**config.mk**
```make
export PLATFORM = sky130hd
export DESIGN_NAME = switch_out_arbiter
export DESIGN_NICKNAME = d
export VERILOG_FILES = /design/src/rtl/switch_pkg.sv /design/src/rtl/switch_out_arbiter_rr_pick.sv /design/src/rtl/switch_out_arbiter.sv
export SDC_FILE = /design/constraint.sdc
export NUM_CORES = 1
export LEC_CHECK = 0
export BUFFER_PORTS_ARGS = -buffer_cell sky130_fd_sc_hd__buf_2
export CAP_MARGIN = 30
export CORE_MARGIN = 2
export CORE_UTILIZATION = 45
export DETAILED_ROUTE_END_ITERATION = 8
export MAX_ROUTING_LAYER = met4
export PLACE_DENSITY = 0.66
export SETUP_SLACK_MARGIN = 0.02
export SYNTH_ARGS = -nofsm -noshare
export SYNTH_HDL_FRONTEND = slang
export SYNTH_HIERARCHICAL = 1
export SYNTH_SLANG_ARGS = --single-unit
export TNS_END_PERCENT = 30
```
**constraint.sdc**
```tcl
create_clock -name clk -period 2.6 [get_ports clk]
set_input_delay 0.52 -clock clk [delete_from_list [all_inputs] [get_ports clk]]
set_output_delay 0.52 -clock clk [all_outputs]
set_load 0.1 [all_outputs]
```
**src/rtl/switch_pkg.sv**
```systemverilog
// Shared definitions for the switch output-port arbiter slice.
// Holds the arbiter state encoding, port index width, packet field widths
// and a small wrap-around port index helper used by the arbiter and picker.
package switch_pkg;

  typedef enum logic [1:0] {
    ARB_IDLE  = 2'd0,
    ARB_GRANT = 2'd1,
    ARB_TX    = 2'd2
  } arb_state_t;

  localparam int PORT_IDX_W = 2;

  // Packet fields carried through the output data mux
  localparam int SRC_W  = 4;
  localparam int TGT_W  = 4;
  localparam int DATA_W = 8;
  localparam int PKT_W  = SRC_W + TGT_W + DATA_W;

  typedef struct packed {
    logic [SRC_W-1:0]  source;
    logic [TGT_W-1:0]  target;
    logic [DATA_W-1:0] data;
  } pkt_t;

  // Port index addition with natural 2-bit wrap (3 + 1 -> 0)
  function automatic logic [PORT_IDX_W-1:0] port_add(
    input logic [PORT_IDX_W-1:0] base,
    input logic [PORT_IDX_W-1:0] offset
  );
    return base + offset;
  endfunction

endpackage

```
**src/rtl/switch_out_arbiter_rr_pick.sv**
```systemverilog
// Combinational round-robin picker.
// Searches req cyclically starting at ptr (ptr, ptr+1, ... mod 4) and returns
// the first requesting port.
//   req     in  4  request vector
//   ptr     in  2  search start index (round-robin pointer)
//   winner  out 2  first requesting index at or after ptr; ptr when no request
//   any_req out 1  at least one request bit is set
module rr_pick
  import switch_pkg::*;
(
  input  logic [3:0]            req,
  input  logic [PORT_IDX_W-1:0] ptr,
  output logic [PORT_IDX_W-1:0] winner,
  output logic                  any_req
);

  logic                  found_s;
  logic [PORT_IDX_W-1:0] idx_s;

  // Cyclic first-one search; the found flag keeps the earliest hit
  always_comb begin
    winner  = ptr;
    found_s = 1'b0;
    idx_s   = ptr;
    any_req = |req;
    for (int k = 0; k < 4; k++) begin
      idx_s = port_add(ptr, PORT_IDX_W'(k));
      if (!found_s && req[idx_s]) begin
        winner  = idx_s;
        found_s = 1'b1;
      end else begin
        found_s = found_s;
      end
    end
  end

endmodule

```
**src/rtl/switch_out_arbiter.sv**
```systemverilog
// Per-output-port round-robin arbiter.
// Picks one of the 4 ingress FIFOs whose head packet targets this output,
// pops it with a one-cycle grant, holds the output mux select and presents
// the packet downstream until out_ready, or drops it after TIMEOUT stalled
// TX cycles. Every output is a flop; nothing combinational from req or
// out_ready reaches a port.
//   clk        in  1  clock
//   rst_n      in  1  asynchronous active-low reset
//   req        in  4  head-of-line request from ingress FIFO i
//   out_ready  in  1  downstream accepts the presented packet
//   grant      out 4  one-hot single-cycle pop to ingress FIFO i
//   mux_select out 2  ingress port driving the output data mux
//   valid_out  out 1  muxed packet is valid (TX state)
//   busy       out 1  arbiter is in GRANT or TX
//   drop       out 1  one-cycle pulse: packet discarded on timeout. Because it
//                     is registered, it shows in the cycle right after the
//                     last TX cycle (the first IDLE cycle).
module switch_out_arbiter
  import switch_pkg::*;
#(
  parameter int NUM_PORTS = 4,
  parameter int TIMEOUT   = 16,
  parameter int CNT_W     = 5
) (
  input  logic                  clk,
  input  logic                  rst_n,
  input  logic [NUM_PORTS-1:0]  req,
  input  logic                  out_ready,
  output logic [NUM_PORTS-1:0]  grant,
  output logic [PORT_IDX_W-1:0] mux_select,
  output logic                  valid_out,
  output logic                  busy,
  output logic                  drop
);

  localparam logic             TMO_EN   = (TIMEOUT != 0);
  localparam logic [CNT_W-1:0] TMO_LAST = CNT_W'(TIMEOUT - 1);
  localparam logic [CNT_W-1:0] CNT_ONE  = CNT_W'(1);

  arb_state_t            state_r, state_s;
  logic [PORT_IDX_W-1:0] rr_ptr_r, rr_ptr_s;
  logic [CNT_W-1:0]      cnt_r, cnt_s;
  logic [PORT_IDX_W-1:0] sel_s;
  logic [PORT_IDX_W-1:0] winner_s;
  logic                  any_req_s;
  logic                  drop_s;
  logic [NUM_PORTS-1:0]  grant_s;

  rr_pick u_rr_pick (
    .req     (req),
    .ptr     (rr_ptr_r),
    .winner  (winner_s),
    .any_req (any_req_s)
  );

  // Next-state, pointer, timeout counter and next-output decode
  always_comb begin
    state_s  = state_r;
    rr_ptr_s = rr_ptr_r;
    cnt_s    = cnt_r;
    sel_s    = mux_select;
    drop_s   = 1'b0;
    grant_s  = {NUM_PORTS{1'b0}};
    case (state_r)
      ARB_IDLE: begin
        if (any_req_s) begin
          sel_s   = winner_s;
          state_s = ARB_GRANT;
        end else begin
          state_s = ARB_IDLE;
        end
      end
      ARB_GRANT: begin
        cnt_s   = {CNT_W{1'b0}};
        state_s = ARB_TX;
      end
      ARB_TX: begin
        // Completion wins over a timeout expiring in the same cycle
        if (out_ready) begin
          rr_ptr_s = port_add(mux_select, 2'd1);
          state_s  = ARB_IDLE;
        end else if (TMO_EN && (cnt_r == TMO_LAST)) begin
          rr_ptr_s = port_add(mux_select, 2'd1);
          drop_s   = 1'b1;
          state_s  = ARB_IDLE;
        end else begin
          cnt_s = cnt_r + CNT_ONE;
        end
      end
      default: begin
        state_s = ARB_IDLE;
      end
    endcase
    if (state_s == ARB_GRANT) begin
      grant_s[sel_s] = 1'b1;
    end else begin
      grant_s = {NUM_PORTS{1'b0}};
    end
  end

  // State, pointer, counter and registered outputs
  always_ff @(posedge clk or negedge rst_n) begin
    if (!rst_n) begin
      state_r    <= ARB_IDLE;
      rr_ptr_r   <= 2'd0;
      cnt_r      <= {CNT_W{1'b0}};
      mux_select <= 2'd0;
      grant      <= {NUM_PORTS{1'b0}};
      valid_out  <= 1'b0;
      busy       <= 1'b0;
      drop       <= 1'b0;
    end else begin
      state_r    <= state_s;
      rr_ptr_r   <= rr_ptr_s;
      cnt_r      <= cnt_s;
      mux_select <= sel_s;
      grant      <= grant_s;
      valid_out  <= (state_s == ARB_TX);
      busy       <= (state_s != ARB_IDLE);
      drop       <= drop_s;
    end
  end

endmodule
```
==> qor.yml, run 1 <==
dieWidth_um: 49.1
hp-class: "in2async"
grt_max_degree: 19
cts_buffers: 3
path_common_cell: "ha_1"
start_util_pct: 47.0
synth-edff-count: 0
wl_mm: 1.62
setup_violations: 0
ctsResizeCount: 0
syn2layout_area_growth_pct: 14.2
r2r_start: "cnt_r[0]$_DFFE_PN0P_"
min_period_ps: 1940
fillers: 179
reg2reg_to: "cnt_r[2]$_DFFE_PN0P_"
drcViolationCount: 0
grt-ovfl-total: 0
slowest_delay_ps: 450
fin_crit_sh_pct: 74.6
synth_top_cell_by_area: "dfrtp_1"
clock_sinks: 18
grt_usage_pct: 15.9
drt-initial-drc-count: 8
coreArea_sq_mm: 0.00194
drive_above_1_share_pct: 27.0
cts_root_buf: "clkbuf_4"
hold_viol: 0
fp.dieArea_sq_mm: 0.00241
syn_area_sq_um: 913
synth_seq_cells: 18
max_slew_margin_pct: 67.9
critPathBufInv: 0
wl_per_cell_um: 12.7
fmax_mhz: 515
cts_tree: "done"
status: "completed"
async_reset_ff_share_pct: 100
io_buffer_count: 15
die_y_um: 49.1
syn_nets: 92
setup_tns_ps: 0
cp_cell_sequence: "ha_1 > and3_1 > ha_1 > nor3_2 > nand2_1 > a311o_1"
antenna_found_initial: 0
htreeDepth: 1
tightest_slew_ps: 485
nets: 110
start_kind: "flip-flop"
place_hpwl_mm: 1.14
skew_ps: 1.03
reg2reg_setup_slack_ps: 660
path_delay_family: "simple AND/OR/NAND/NOR gates"
grt_pass1_wl_mm: 2.79
ys.flop_type: "dfrtp_1"
clkLatencyLatePin_ps: 290
dp.cells: 123
seq_area_frac_synth_pct: 49.3
dr.pass1.iters: 4
postRouteAntennaNets: 0
crit_arrival_ps: 2130
synth_top_area_share_pct: 49.3
synth.area.top_cells: "dfrtp_1 (49%), mux2_4 (3.3%), nor3b_1 (3.3%)"
diodes: 0
gp_congestion: 0.747
crit_cells: 6
num_vias: 642
row_count: 16
cp_data_required_time_ps: 2790
postSynthAreaPerCell_sq_um: 11.0
cts_hold_buf: 0
stdcell_count: 127
drv_slew: 0
post_drt_via_cell_ratio: 5.06
grt_pass1_vias: 618
io_pins: 16
crit_path_top_delay_cell: "dfrtp_1"
yosysUniqueCellTypes: 37
crit_fanout: 6
ys_warn_count: 6
whs_ps: 128
worstSetupEndpointType: "flip-flop"
critPathKind: "reg2reg"
synth_cells: 83
clock_path_buffers: 2
drv_cap: 0
reg2regPathDepth: 6
cts_setup_buffers: 0
clk_pin_slew_ps: 100
rsz0062_at_grt: "false"
-- sequential cells by signal, summed over array words and instances, names as in the netlist --
register and flops:
valid_out 1, rr_ptr_r 2, state_r 2, mux_select 2, cnt_r 5, drop 1
busy 1, grant 4
-- how the worst max path moves through the flow --
stage	startpoint	slack (ps)	to
2_1_floorplan	cnt_r[0]$_DFFE_PN0P_	810	cnt_r[2]$_DFFE_PN0P_
5_1_grt	cnt_r[0]$_DFFE_PN0P_	540	cnt_r[2]$_DFFE_PN0P_
4_1_cts	cnt_r[0]$_DFFE_PN0P_	650	cnt_r[2]$_DFFE_PN0P_
3_3_place_gp	cnt_r[0]$_DFFE_PN0P_	740	cnt_r[2]$_DFFE_PN0P_
3_5_place_dp	cnt_r[0]$_DFFE_PN0P_	670	cnt_r[2]$_DFFE_PN0P_
6_report	cnt_r[0]$_DFFE_PN0P_	660	cnt_r[2]$_DFFE_PN0P_
-- cell type report --
type                       count  area [sq um]  share of cell area, %
sequential                    18           450                   43.2
inverter                       4          15.0                   1.44
clock buffer                   4          36.3                   3.48
tap                           27          33.8                   3.24
timing repair buffer          15          75.1                   7.19
multi-input combinational     59           433                   41.5
-- Yosys cell counts, drive strengths merged (2+ instances only) --
master,number
dfrtp,18
nand3,2
and3,2
o2bb2ai,3
buf,2
nand2b,4
ha,2
o31ai,2
inv,4
nor2,4
nor2b,3
nor3b,4
nand2,6
mux2,4
nor3,4
o21ai,3
mux2i,2
-- per-layer routing --
layer / track usage (%) / wire, um / up-vias
met5: - / 0 / -
met2: 22.8 / 757 / 5
met3: 1.84 / 35 / 2
li1: - / - / 335
met1: 22.1 / 811 / 300
met4: 8.57 / 14 / 0
-- cell usage in the layout, fill, tap and decap left out, types with 4 or more instances in the layout --
| master | synthesis | final |
|---|---|---|
| buf_2 | 0 | 15 |
| dfrtp_1 | 18 | 18 |
| nand2_1 | 5 | 5 |
| nand2b_1 | 4 | 4 |
| nor3b_1 | 4 | 4 |
-- worst reg2reg max path, delay by kind of cell, from the launching register on --
| kind | cells | cell delay [ps] |
|---|---|---|
| compound gates | 1 | 340 |
| fa+ha+maj | 2 | 490 |
| flops | 1 | 450 |
| simple gates | 3 | 550 |
-- per-stage QoR --
step / instance area (sq um) / setup WS, ps / util, %
after floorplan: 913 / 807 / -
after global placement: 1010 / 738 / 51.9
after detailed placement: 1010 / 671 / 51.9
after CTS: 1040 / 654 / 53.7
after global routing: 1040 / 539 / 53.7
final: 1040 / 659 / 53.7
-- cells by family (layout without fill, tap and decap cells) --
family                     Yosys count  in the layout  share of synthesized area, %
and+or+nand+nor                     36             36                          23.8
muxes                                6              6                          7.95
adders and majority gates            2              2                          2.74
buffers and inverters                6             23                          3.29
xor gates and xnor gates             1              1                         0.959
DFF                                 18             18                          49.3
AOI/OAI and AO/OA                   14             14                          11.9
Power of run 1 is not shown: default switching activity piles up to over one toggle a cycle in this logic, so the estimate is an artifact.
==> run 2, diff against run 1 <==
==> constraint.sdc (replaced) <==
create_clock -name clk -period 1.8 [get_ports clk]
set_input_delay 0.36 -clock clk [delete_from_list [all_inputs] [get_ports clk]]
set_output_delay 0.36 -clock clk [all_outputs]
set_load 0.1 [all_outputs]
==> run 2 against run 1 <==
- via count rose by 9.8%
- hold slack improved by 190 ps
- final cell count is 3.9% higher
- count of clock-buffer cells in the layout stayed put
- design area up 5.6%
- worst setup slack lost 580 ps
- register-to-register slack lost 580 ps
- highest routed layer unchanged
==> qor.yml, run 2 (synthesis gave the netlist of run 1 again) <==
status: "completed"
hold_depth: 2
layout_common_cells: "dfrtp_1 (18), buf_2 (15), nand2_1 (5)"
hp-class: "in2reg"
gp_congestion: 0.764  # +2.3%
reg2regPathDepth: 6  # unchanged
largest_register_ffs: 5  # unchanged
r2r_start: "cnt_r[0]$_DFFE_PN0P_"
wl_mm: 1.69  # +4.4%
rsz0062_at_grt: "true"
die_y_um: 49.1  # unchanged
fillers: 174  # -2.8%
syn2layout_area_growth_pct: 20.7
setup_violations: 0  # unchanged
clock_sinks: 18  # unchanged
max_slew_margin_pct: 66.2  # -1.7 points
reg2reg_to: "cnt_r[2]$_DFFE_PN0P_"
antenna_found_initial: 0  # unchanged
worstSetupEndpointType: "flip-flop"
io_pins: 16  # unchanged
wl_per_cell_um: 12.8  # +0.49%
cts_root_buf: "clkbuf_4"
hp-start: "out_ready"
hold_viol: 0  # unchanged
diodes: 0  # unchanged
dp.cells: 127  # +3.3%
start_kind: "flip-flop"
nets: 115  # +4.5%
top_regs: "cnt_r x5, grant x4"
hold_end: "drop$_DFF_PN0_"
drcViolationCount: 0  # unchanged
fp.dieArea_sq_mm: 0.00241  # unchanged
grt-ovfl-total: 0  # unchanged
setup_tns_ps: 0  # unchanged
drv_cap: 0  # unchanged
drt-initial-drc-count: 16  # +8
fin_crit_sh_pct: 95.6  # +21 points
cp_data_required_time_ps: 1990  # -800 ps
dieWidth_um: 49.1  # unchanged
crit_arrival_ps: 1910  # -220 ps
start_util_pct: 47.0  # unchanged
post_drt_via_cell_ratio: 5.34  # +5.7%
reg2reg_setup_slack_ps: 80  # -580 ps
tightest_slew_ps: 508  # +22.3 ps
num_vias: 705  # +9.8%
postRouteAntennaNets: 0  # unchanged
clkLatencyLatePin_ps: 290  # about the same
fmax_mhz: 581  # +13%
coreArea_sq_mm: 0.00194  # unchanged
regMostFlops: "cnt_r"
htreeDepth: 1  # unchanged
dr.pass1.iters: 4  # unchanged
crit_fanout: 6  # unchanged
critPathKind: "reg2reg"
min_period_ps: 1720  # -221 ps
cts_tree: "done"
clock_path_buffers: 2  # unchanged
mostFrequentLayoutCell: "dfrtp_1"
cts_buffers: 3  # unchanged
stdcell_count: 132  # +3.9%
row_count: 16  # unchanged
drive_above_1_share_pct: 33.3  # +6.3 points
clk_pin_slew_ps: 110  # about the same
grt_usage_pct: 16.6  # +0.67 points
skew_ps: 5.25  # +4.22 ps
drv_slew: 0  # unchanged
io_buffer_count: 15  # unchanged
cts_setup_buffers: 0  # unchanged
grt_pass1_wl_mm: 2.99  # +6.9%
place_hpwl_mm: 1.22  # +6.7%
grt_pass1_vias: 694  # +12%
grt_max_degree: 19  # unchanged
-- run 2: area by class of cell --
type	instances	area (sq um)	share of cell area [%]
clock buffers	4	36.3	3.29
inverters	4	15.0	1.36
multi-input cells	59	452	41.0
flip-flops and latches	18	450	40.9
well taps	27	33.8	3.06
repair buffers	20	115	10.4
-- run 2: metrics by stage --
stage	utilization (%)	setup WS [ps]	cell area (sq um)	hold slack [ps]
after floorplan	-	28.8	913	64.4
after global placement	53.4	84.6	1040	306
after detailed placement	53.4	39.4	1040	317
after CTS	55.9	65.8	1090	297
after global routing	56.8	6.67	1100	319
final	56.8	80.1	1100	316
-- run 2: metal layers --
metal	track usage, %	wire length (um)
met1	19.4	796
met2	28.1	841
met3	2.76	37
met4	7.14	15
met5	-	0
-- run 2: timing repair --
action	CTS	global route
setup endpoints to repair	1	3
endpoints found under the hold margin	18	0
pin swaps	0	1
hold buffers	1	0
resized for setup	1	3
-- run 2: how the worst max path moves through the flow --
stage                              start                    to  slack, ps  depth (start not counted)
finish              cnt_r[0]$_DFFE_PN0P_  cnt_r[2]$_DFFE_PN0P_         80                          6
global route        cnt_r[1]$_DFFE_PN0P_  cnt_r[2]$_DFFE_PN0P_          7                          6
CTS                 cnt_r[0]$_DFFE_PN0P_  cnt_r[3]$_DFFE_PN0P_         70                          6
detailed placement  cnt_r[0]$_DFFE_PN0P_  cnt_r[3]$_DFFE_PN0P_         40                          6
global placement    cnt_r[0]$_DFFE_PN0P_  cnt_r[3]$_DFFE_PN0P_         80                          6
floorplan           cnt_r[0]$_DFFE_PN0P_  cnt_r[2]$_DFFE_PN0P_         30                          6
-- run 2: critical path, cell delays in order (launching register included) --
cell	delay [ps]
dfrtp_1	390
ha_1	200
and3_1	180
ha_2	200
nor3_2	220
nand2_1	80
a311o_1	340
Power of run 2 is left out for the same reason.
